### config.mk
export PLATFORM = sky130hd
export DESIGN_NAME = seg7_multi_digit_display
export DESIGN_NICKNAME = d
export VERILOG_FILES = /design/src/rtl/seg7_multi_digit_display.sv
export SDC_FILE = /design/constraint.sdc
export NUM_CORES = 1
export LEC_CHECK = 0
export BUFFER_PORTS_ARGS = -buffer_cell sky130_fd_sc_hd__buf_4
export CAP_MARGIN = 30
export CORE_MARGIN = 2
export CORE_UTILIZATION = 52
export DETAILED_ROUTE_END_ITERATION = 16
export HOLD_SLACK_MARGIN = 0.02
export PLACE_DENSITY = 0.81
export SLEW_MARGIN = 20
export SYNTH_ARGS = -nofsm -noshare
export SYNTH_HDL_FRONTEND = slang
export SYNTH_SLANG_ARGS = --single-unit
### constraint.sdc
create_clock -name i_Clk -period 2.26 [get_ports i_Clk]
set_clock_uncertainty 0.15 [all_clocks]
set_input_delay 0.339 -clock i_Clk [delete_from_list [all_inputs] [get_ports i_Clk]]
set_output_delay 0.339 -clock i_Clk [all_outputs]
set_load 0.05 [all_outputs]
### src/rtl/seg7_multi_digit_display.sv
// Multi-digit seven-segment driver: hex or decimal (serial double dabble),
// leading-zero blanking, overflow dashes and selectable pin polarity.
module seg7_multi_digit_display #(
    parameter int COUNT_WIDTH = 8,
    parameter int NUM_DIGITS  = 2,
    parameter bit ACTIVE_LOW  = 1'b1
) (
    input  logic                    i_Clk,
    input  logic                    i_Rst,
    input  logic                    i_Load,
    input  logic [COUNT_WIDTH-1:0]  i_Count,
    input  logic                    i_Dec_Mode,
    input  logic                    i_Blank_Zeros,
    output logic [7*NUM_DIGITS-1:0] o_Segments,
    output logic                    o_Busy,
    output logic                    o_Done,
    output logic                    o_Overflow
);

    localparam int BW   = 4 * NUM_DIGITS;
    localparam int SW   = 7 * NUM_DIGITS;
    localparam int XW   = (COUNT_WIDTH > BW) ? COUNT_WIDTH : BW;
    localparam int CNTW = $clog2(COUNT_WIDTH + 1);
    localparam logic [SW-1:0] SEG_OFF = {SW{ACTIVE_LOW}};

    typedef enum logic [1:0] {IDLE, SHIFT, ENCODE} state_t;

    state_t                 state_q;
    logic [COUNT_WIDTH-1:0] val_q;
    logic                   dec_q;
    logic                   blank_q;
    logic [BW-1:0]          bcd_q, bcd_d;
    logic                   carry_d;
    logic                   ovf_q;
    logic [CNTW-1:0]        cnt_q;
    logic [SW-1:0]          seg_q, seg_d;
    logic                   busy_q, done_q, ovf_out_q;
    logic                   disp_ovf_d;
    logic                   hex_ovf;
    logic [XW-1:0]          ext;

    function automatic logic [6:0] enc(input logic [3:0] n);
        case (n)
            4'h0:    return 7'h7E;
            4'h1:    return 7'h30;
            4'h2:    return 7'h6D;
            4'h3:    return 7'h79;
            4'h4:    return 7'h33;
            4'h5:    return 7'h5B;
            4'h6:    return 7'h5F;
            4'h7:    return 7'h70;
            4'h8:    return 7'h7F;
            4'h9:    return 7'h7B;
            4'hA:    return 7'h77;
            4'hB:    return 7'h1F;
            4'hC:    return 7'h4E;
            4'hD:    return 7'h3D;
            4'hE:    return 7'h4F;
            default: return 7'h47;
        endcase
    endfunction

    assign ext = XW'(val_q);

    generate
        if (COUNT_WIDTH > BW) begin : g_hex_ovf
            assign hex_ovf = |val_q[COUNT_WIDTH-1:BW];
        end else begin : g_no_hex_ovf
            assign hex_ovf = 1'b0;
        end
    endgenerate

    // One double-dabble step: correct each BCD digit, then shift in the next MSB
    always_comb begin
        logic [BW-1:0] adj;
        adj = bcd_q;
        for (int d = 0; d < NUM_DIGITS; d++) begin
            if (adj[4*d +: 4] >= 4'd5) adj[4*d +: 4] = adj[4*d +: 4] + 4'd3;
        end
        {carry_d, bcd_d} = {adj, val_q[COUNT_WIDTH-1]};
    end

    always_comb begin
        logic [BW-1:0] digits;
        logic [3:0]    nib;
        logic [6:0]    raw;
        logic          lead;
        digits     = dec_q ? bcd_q : ext[BW-1:0];
        disp_ovf_d = dec_q ? ovf_q : hex_ovf;
        lead       = 1'b1;
        nib        = 4'h0;
        raw        = 7'h00;
        seg_d      = '0;
        for (int d = NUM_DIGITS - 1; d >= 0; d--) begin
            nib = digits[4*d +: 4];
            if (disp_ovf_d) raw = 7'h01;
            else if (blank_q && lead && nib == 4'h0 && d != 0) raw = 7'h00;
            else raw = enc(nib);
            if (nib != 4'h0) lead = 1'b0;
            seg_d[7*d +: 7] = ACTIVE_LOW ? ~raw : raw;
        end
    end

    always_ff @(posedge i_Clk) begin
        if (i_Rst) begin
            state_q   <= IDLE;
            val_q     <= '0;
            dec_q     <= 1'b0;
            blank_q   <= 1'b0;
            bcd_q     <= '0;
            ovf_q     <= 1'b0;
            cnt_q     <= '0;
            seg_q     <= SEG_OFF;
            busy_q    <= 1'b0;
            done_q    <= 1'b0;
            ovf_out_q <= 1'b0;
        end else begin
            done_q <= 1'b0;
            unique case (state_q)
                IDLE: begin
                    if (i_Load) begin
                        val_q   <= i_Count;
                        dec_q   <= i_Dec_Mode;
                        blank_q <= i_Blank_Zeros;
                        bcd_q   <= '0;
                        ovf_q   <= 1'b0;
                        cnt_q   <= '0;
                        busy_q  <= 1'b1;
                        state_q <= i_Dec_Mode ? SHIFT : ENCODE;
                    end
                end
                SHIFT: begin
                    bcd_q <= bcd_d;
                    val_q <= val_q << 1;
                    ovf_q <= ovf_q | carry_d;
                    cnt_q <= cnt_q + CNTW'(1);
                    if (cnt_q == CNTW'(COUNT_WIDTH - 1)) state_q <= ENCODE;
                end
                ENCODE: begin
                    seg_q     <= seg_d;
                    ovf_out_q <= disp_ovf_d;
                    done_q    <= 1'b1;
                    busy_q    <= 1'b0;
                    state_q   <= IDLE;
                end
                default: state_q <= IDLE;
            endcase
        end
    end

    assign o_Segments = seg_q;
    assign o_Busy     = busy_q;
    assign o_Done     = done_q;
    assign o_Overflow = ovf_out_q;

endmodule

# Yosys cells after proc, flatten, opt, wreduce, memory -nomap -nowiden
# Memories as Yosys holds them, arrays and structs flattened.
# Cells that the tools add are included.
[classes] bitwise_logic=3 order_cmp=2 addsub=3 n_mux=22 n_eq_ne=5 n_reduce_logical=9
[op_table] operator="8-bit case mux with 2 select lines" count=2
[op_table] operator="8-bit 2-to-1 mux" count=3
[op_table] operator="7-bit 2-to-1 mux" count=3
[op_table] operator="7-bit inverter" count=2
[op_table] operator="4-bit 2-to-1 mux" count=3
[op_table] operator="4-bit by 2-bit adder with 4-bit output (second input constant)" count=2
[op_table] operator="4-bit by 3-bit greater-or-equal comparator with 1-bit output (second input constant)" count=2
[op_table] operator="4-bit case mux with 2 select lines" count=1
[op_table] operator="2-bit AND reduction" count=4
[op_table] operator="2-bit 2-to-1 mux" count=3
[op_table] operator="4-bit by 1-bit adder with 4-bit output (second input constant)" count=1
[op_table] operator="4-bit by 3-bit == test with 1-bit output (second input constant)" count=1
[op_table] operator="4-bit logical NOT" count=1
[op_table] operator="1-bit 2-to-1 mux" count=4
[op_table] operator="2-bit inequality test (second input constant)" count=2
[op_table] operator="1-bit case mux with 2 select lines" count=2
[op_table] operator="2-bit case mux with 2 select lines" count=1
[op_table] operator="2-bit nonzero test" count=2
[op_table] operator="2-bit by 1-bit == test with 1-bit output (second input constant)" count=1
[op_table] operator="2-bit == test (second input constant)" count=1
[op_table] operator="2-bit logical NOT" count=1
[op_table] operator="1-bit logical AND" count=1
[op_table] operator="1-bit OR" count=1
[totals] mem_bits_ro=224 out_inout_bits=17 inputBits=13 mem_count=2 word_cells=57 regBits=42
[memory_table] memory="(no name shown)" words=16 word_bits=7 rd=1 rd_clocked_by_memory_dff=0 wr=0 line="43" source="case (n)"
[memory_table] memory="(no name shown)" words=16 word_bits=7 rd=1 rd_clocked_by_memory_dff=0 wr=0 line="43"

# Logic depth before layout (Yosys ltp)
# Gate-level depths: netlist of the first run.
[logic_depth] depth_word=6 depth_mapped=9 mapped_depth_nobuf=7

# Worst setup path after synthesis of the first run
# OpenSTA, ideal clock, no wires.
[synth_path] kind="flip-flop to flip-flop" start="reg dec_q" end="reg seg_q[13], in the netlist o_Segments[13]" setup_ns=0.121 stages_incl_launch_ff=9 slack_ns=-0.020 period_less_slack_ns=2.280 required_ns=1.989 path_buffers=2 arrival_time_ns=2.010 path_cell_list="dfxtp_1 -> buf_2 -> buf_6 -> mux2i_1 -> inv_1 -> ha_1 -> or3_1 -> a21oi_1 -> nor3_1"
[synth_between] elab_chain_cells=6 word_cells_on_any_way=8 cone_classes="mux: 4; bitwise: 1; reduce/logical: 2; memory: 1"
[synth_rtl] item="start: declaration" line="30" source="logic dec_q;"
[synth_rtl] item="start signal: assignment" line="123" source="dec_q <= i_Dec_Mode;"
[synth_rtl] item="branches (longest 4 deep; another with memory 16 x 7 bit)"
[synth_rtl] item="7-bit 2-to-1 mux *" line="96" source="if (disp_ovf_d) raw = 7'h01;"
[synth_rtl] item="7-bit inverter *" line="100" source="seg_d[7*d +: 7] = ACTIVE_LOW ? ~raw : raw;"
[synth_rtl] item="end signal: assignment" line="140" source="seg_q <= seg_d;"
[synth_rtl] item="end: declaration" line="36" source="logic [SW-1:0] seg_q, seg_d;"
# Mark *: on every way between the ends.
# A chain may end at the register's enable or synchronous reset.

# Final worst setup path of the first run
# Ends and elaborated chain as after synthesis.

==> metrics.md, run 1 <==
| Metric | Value |
|---|---|
| WS Path Type | reg -> reg |
| CP top delay family | flip-flops |
| Internal Power | 1.35 mW |
| Site Rows | 24 |
| Mapped Area | 2440 um2 |
| Hold_buf cts | 0 |
| Switch share | 30.9% |
| Pin count of the biggest net entering global routing | 31 |
| Horiz. Die Dim | 72.5 um |
| Met3 Usage GRT | 2.92% |
| Antenna viol nets, final | 0 |
| Final min period | 2.07 ns |
| Via density | 5.77 |
| Least-Margin Pin Slew | 0.525 ns |
| CTS root buffer | clkbuf_8 |
| Most Crowded Layer GR | met2 |
| Max-cap violations | 0 |
| Post-synth top area share | 34.4% |
| TNS Setup | 0 ns |
| Largest fanout on the critical path | 6 |
| Cell count of the worst reg-to-reg path | 6 |
| DIE AREA | 5260 um2 |
| Starting Density | 55.0% |
| Vias after detailed routing | 2142 |
| Setup crit start | dec_q |
| Power density cells | 682 nW/um2 |
| Storage cell area | 841 um2 |
| DR WL/cell | 14.0 um |
| Nets | 349 |
| Post_cts resized | 0 |
| CP bufs+invs | 1 |
| Combinational cell fraction of total power | 26.3% |
| Port bufs | 29 |
| P&R area growth vs syn | 16.9% |
| Placer Congestion | 0.869 |
| Total GRT Usage | 21.9% |
| Worst Path Required | 2.29 ns |
| Bufs on Longest Clock Path | 2 |
| Grt met2 use | 36.6% |
| Mapped Nets | 316 |
| Slew Viols, Final | 0 |
| Core box area | 4440 um2 |
| H-tree depth | 2 |
| RSZ-0062 raised after global routing | false |
| Worst slew margin relative to its limit | 65.0% |
| Worst path max stage delay | 0.50 ns |
| Clock transition at the registers of the reported paths | 0.09 ns |
| Synth top area cells | dfxtp_1 34%, ha_1 8.7%, nor2_1 7.7% |
| Final period util | 91.5% |
| Vias in the first global route | 2048 |
| Crit path cell chain | mux2i_2, inv_1, ha_1, or3_1, a21oi_1, nor3_1 |
| NetSw | 602 uW |
| Post-synth EDFFs | 0 |
| Startpoint types | flip-flop |
| FF-to-FF Start | dec_q |
| Global-route wire length before repair | 9230 um |
| Worst Hold Depth | 3 |
| Post-synth top cells | 50 x nor2_1, 42 x dfxtp_1, 24 x a21oi_1, 17 x ha_1, 14 x nand2_1 |
| Worst hold path class | in -> reg |
| Drt total wl | 5210 um |
| FF+latch count, synth | 42 |
| First-pass DRT Iterations | 4 |
| Worst Min Path Start | i_Blank_Zeros |
| Layout cell share with drive strength beyond 1 | 19.7% |
| Ys flop type | dfxtp_1 |
| Register area share after synthesis | 34.4% |
| Endpoint of the lowest-slack register-to-register path | o_Segments[13] |
| Unique masters post-synth | 48 |
| Worst reg2reg setup slack | 0.19 ns |
| Sequential cell fraction of total power | 42.3% |
| CTS sink cnt | 42 |
| Tot Pwr | 1.95 mW |
| Multi-input gate area | 1460 um2 |
| Die height | 72.5 um |
| Leak Pwr | 1.17 nW |
| Synthesized netlist cell count | 286 |
| Critical Path AT | 2.10 ns |
| Max rail drop VDD | 380 uV |
| DRC Markers | 0 |
| Clk pwr share | 31.4% |
| Leading area contributor after synthesis | dfxtp_1 |
| Skew-Pair Late Insertion Delay | 0.30 ns |
| IO Count | 30 |
| Met1 Usage GRT | 29.2% |
| Final setup violation count | 0 |
| Fill count | 395 |
| Crit. End Element | flip-flop |
| Yosys warnings | 0 |
| Diode count | 0 |
| Grt total ovfl | 0 |
| Post-CTS Setup Inserts | 0 |
| Post-Syn Area per Cell | 8.54 um2 |
| Final hold violation count | 0 |
| Initial antenna violation count | 0 |
| TritonCTS Buffers | 5 |
| Asr flop ratio synth | 0% |
| Fmax | 0.484 GHz |
| Initial DRC Count | 125 |
| Status | finished clean |
| Hold Crit Endpoint | blank_q |
| CP max stage cell | dfxtp_1 |
| HPWL after DPL | 3760 um |
| CTS tree | yes |
| Top-count cell post-synth | nor2_1 |
## placed cells by master, fill, tap and decap left out, types with 5 or more instances in the layout
master	count
nand2b_1	5
dfxtp_1	42
nand2_1	14
buf_4	41
nor2_1	50
o21ai_0	9
a2bb2oi_1	6
a21oi_1	24
ha_1	17
clkbuf_8	6
nor3_1	12
mux2i_1	11
inv_1	13
nand3_1	6
## layout make-up
type | instances | area share [%]
clock inverters | 1 | 1.05
flip-flops and latches | 42 | 29.4
repair buffers | 42 | 11.5
well taps | 52 | 2.28
clock buffers | 6 | 2.89
multi-input cells | 214 | 51.0
inverters | 14 | 1.84
## sequential cells by signal (all words and copies together), names as in the netlist
| name | flops |
|---|---|
| cnt_q | 4 |
| o_Busy | 1 |
| ovf_q | 1 |
| dec_q | 1 |
| o_Done | 1 |
| state_q | 2 |
| bcd_q | 8 |
| blank_q | 1 |
| o_Segments | 14 |
| o_Overflow | 1 |
| ext | 8 |
## stage by stage
step           std cells  util [%]  setup slack, ns  cell area, um2  hold slack, ns
4_1_cts              371      64.2            0.197            2860           0.134
3_5_place_dp         364      61.7            0.247            2740           0.316
3_3_place_gp         364      61.7            0.278            2740           0.305
2_1_floorplan        286         -           0.0177            2450           0.310
6_report             371      64.2            0.193            2860           0.142
5_1_grt              371      64.2           0.0457            2860           0.146
## power groups by stage
stage	Clock [mW]	Sequential, mW	Combinational, mW
after detailed placement	0	0.841	0.510
after CTS	0.622	0.824	0.513
after global placement	0	0.841	0.499
after global routing	0.654	0.832	0.564
after floorplan	0	0.914	0.298
final	0.612	0.824	0.512
## worst max-delay path by stage
stage	to	slack, ns	depth (start not counted)
3_3_place_gp	o_Segments[13]	0.28	6
5_1_grt	o_Segments[13]	0.05	7
4_1_cts	o_Segments[13]	0.20	6
6_report	o_Segments[13]	0.19	6
3_5_place_dp	o_Segments[13]	0.25	6
2_1_floorplan	o_Segments[3]	0.02	8
## worst reg2reg max path, delay by kind of cell (launching register included)
kind | cells | cell delay, ns
flops | 1 | 0.50
compound gates | 1 | 0.18
simple gates | 2 | 0.48
buf+inv | 1 | 0.09
fa+ha+maj | 1 | 0.26
mux | 1 | 0.29
## routing by layer
metal / part of all wire (%) / routed length (um) / vias to the layer above
met5: 0 / 0 / -
met3: 3.0 / 157 / 7
met2: 47 / 2470 / 42
met4: 1.4 / 73 / 0
met1: 48 / 2510 / 1015
li1: - / - / 1078
## cells by family (layout without fill, tap and decap cells)
kind of cell             Yosys count  count (layout)  synth area share [%]
buffers and inverters             30              63                  6.10
multiplexers                      18              18                  8.40
adder cells (fa/ha/maj)           17              17                  8.71
AND/OR/NAND/NOR                  105             105                  20.3
AO/OA/AOI/OAI                     71              71                  21.0
XOR/XNOR                           3               3                  1.08
flip-flops                        42              42                  34.4
(Power assumes the default switching activity.)
==> run 2, diff against run 1 <==
--- a/config.mk
+++ b/config.mk
@@ -8,10 +8,11 @@
 export BUFFER_PORTS_ARGS = -buffer_cell sky130_fd_sc_hd__buf_4
 export CAP_MARGIN = 30
 export CORE_MARGIN = 2
-export CORE_UTILIZATION = 52
+export CORE_UTILIZATION = 54
+export CTS_BUF_LIST = sky130_fd_sc_hd__clkbuf_2 sky130_fd_sc_hd__clkbuf_4 sky130_fd_sc_hd__clkbuf_8
 export DETAILED_ROUTE_END_ITERATION = 16
 export HOLD_SLACK_MARGIN = 0.02
-export PLACE_DENSITY = 0.81
+export PLACE_DENSITY = 0.84
 export SLEW_MARGIN = 20
 export SYNTH_ARGS = -nofsm -noshare
 export SYNTH_HDL_FRONTEND = slang
==> metrics.md, run 2 (synthesis gave the netlist of run 1 again) <==
| Metric | Value |
|---|---|
| Status | finished clean (unchanged) |
| RSZ-0062 raised after global routing | false (unchanged) |
| Die height | 71.3 um (was 72.5 um) |
| Tot Pwr | 1.95 mW (about the same) |
| Worst Path Required | 2.28 ns (was 2.29 ns) |
| Initial antenna violation count | 0 (unchanged) |
| Final period util | 90.5% (was 91.5%) |
| DR WL/cell | 14.0 um (about the same) |
| Critical Path AT | 2.07 ns (was 2.10 ns) |
| P&R area growth vs syn | 17.3% (was 16.9%) |
| Total GRT Usage | 22.1% (was 21.9%) |
| IO Count | 30 (unchanged) |
| FF-to-FF Start | dec_q (unchanged) |
| Post_cts resized | 0 (unchanged) |
| Via density | 5.76 (was 5.77) |
| Drt total wl | 5220 um (was 5210 um) |
| Largest fanout on the critical path | 16 (was 6) |
| DRC Markers | 0 (unchanged) |
| Worst slew margin relative to its limit | 65.2% (was 65.0%) |
| TNS Setup | 0 ns (unchanged) |
| Skew-Pair Late Insertion Delay | 0.29 ns (was 0.30 ns) |
| Worst Hold Depth | 3 (unchanged) |
| Fill count | 381 (was 395) |
| Site Rows | 24 (unchanged) |
| Power density cells | 680 nW/um2 (was 682 nW/um2) |
| Starting Density | 56.1% (was 55.0%) |
| Fmax | 0.489 GHz (was 0.484 GHz) |
| Worst reg2reg setup slack | 0.21 ns (was 0.19 ns) |
| Final min period | 2.05 ns (was 2.07 ns) |
| Clock transition at the registers of the reported paths | 0.08 ns (was 0.09 ns) |
| Cell count of the worst reg-to-reg path | 6 (unchanged) |
| Port bufs | 29 (unchanged) |
| Most common cell after layout, fill and taps aside | nor2_1 (unchanged) |
| CTS sink cnt | 42 (unchanged) |
| Core box area | 4350 um2 (was 4440 um2) |
| Slew Viols, Final | 0 (unchanged) |
| H-tree depth | 2 (unchanged) |
| Max-cap violations | 0 (unchanged) |
| Global-route wire length before repair | 9020 um (was 9230 um) |
| Nets | 350 (was 349) |
| CTS root buffer | clkbuf_8 (unchanged) |
| Layout cell share with drive strength beyond 1 | 20.2% (was 19.7%) |
| Least-Margin Pin Slew | 0.521 ns (was 0.525 ns) |
| Final setup violation count | 0 (unchanged) |
| Vias after detailed routing | 2147 (was 2142) |
| Most frequent cells in the layout | 50 x nor2_1, 42 x dfxtp_1, 42 x buf_4 (was 50 x nor2_1, 42 x dfxtp_1, 41 x buf_4) |
| Worst Min Path Start | i_Blank_Zeros (unchanged) |
| Storage cell area | 841 um2 (unchanged) |
| TritonCTS Buffers | 5 (unchanged) |
| Initial DRC Count | 122 (was 125) |
| Horiz. Die Dim | 71.3 um (was 72.5 um) |
| Grt total ovfl | 0 (unchanged) |
| HPWL after DPL | 3850 um (was 3760 um) |
| Antenna viol nets, final | 0 (unchanged) |
| WS Path Type | reg -> reg (unchanged) |
| Pin count of the biggest net entering global routing | 32 (was 31) |
| Hold Crit Endpoint | blank_q (unchanged) |
| First-pass DRT Iterations | 4 (unchanged) |
| Worst hold path class | in -> reg (unchanged) |
| Crit. End Element | flip-flop (unchanged) |
| Startpoint types | flip-flop (unchanged) |
| Diode count | 0 (unchanged) |
| Leak Pwr | 1.17 nW (about the same) |
| Vias in the first global route | 1958 (was 2048) |
| Placer Congestion | 0.827 (was 0.869) |
| Hold_buf cts | 0 (unchanged) |
| CTS tree | yes (unchanged) |
| Post-CTS Setup Inserts | 0 (unchanged) |
| Final hold violation count | 0 (unchanged) |
| Max reg flops | 14 (unchanged) |
| Max rail drop VDD | 347 uV (was 380 uV) |
| Multi-input gate area | 1460 um2 (unchanged) |
| DIE AREA | 5080 um2 (was 5260 um2) |
| Bufs on Longest Clock Path | 2 (unchanged) |
| Endpoint of the lowest-slack register-to-register path | o_Segments[3] (was o_Segments[13]) |
## run 2: cell types whose count changed in the layout (fill, tap and decap cells not counted)
cell	before	now
buf_4	41	42
clkbuf_4	0	2
clkbuf_8	6	5
## run 2: layer usage
layer	track usage (%)	share of wire (%)	wire, um
met2	36.2	47	2460
met3	4.36	4.4	228
met5	0	0	0
met4	7.34	1.4	72
met1	29.4	47	2460
## run 2: worst max-delay path, cell delays in order (launching register included)
cell       delay [ns]
dfxtp_1          0.52
buf_4            0.21
mux2i_1          0.31
buf_12           0.18
nor2b_1          0.05
a2111oi_0        0.38
nor3_1           0.12
## run 2: worst max path at each step
| stage | from | endpoint | slack [ns] |
|---|---|---|---|
| after detailed placement | dec_q | o_Segments[3] | 0.22 |
| final | dec_q | o_Segments[3] | 0.21 |
| after global routing | dec_q | o_Segments[3] | 0.05 |
| after floorplan | dec_q | o_Segments[3] | 0.02 |
| after CTS | dec_q | o_Segments[3] | 0.20 |
| after global placement | dec_q | o_Segments[13] | 0.26 |
## run 2: power breakdown
group          switching, mW  internal [mW]  total [mW]  leakage (nW)
sequential            0.0418          0.787       0.828         0.343
combinational          0.305          0.207       0.512         0.772
clock                  0.251          0.355       0.606        0.0593
total                  0.598           1.35        1.95          1.17
## run 2: layout make-up
cell class                      count  share of cell area [%]
Clock buffer                        7                    2.93
Clock inverter                      1                    1.05
Tap cell                           52                    2.27
Multi-Input combinational cell    214                    50.9
Timing Repair Buffer               43                    11.7
Sequential cell                    42                    29.4
Inverter                           14                    1.83
## run 2: metrics by stage
stage          cell area (um2)  instances  hold WS (ns)  worst slack [ns]  utilization [%]
6_report                  2860        373         0.147             0.214             65.8
5_1_grt                   2860        373         0.155            0.0463             65.8
4_1_cts                   2860        373         0.135             0.197             65.8
3_5_place_dp              2750        365         0.313             0.220             63.2
3_3_place_gp              2750        365         0.308             0.263             63.2
2_1_floorplan             2450        286         0.310            0.0177                -
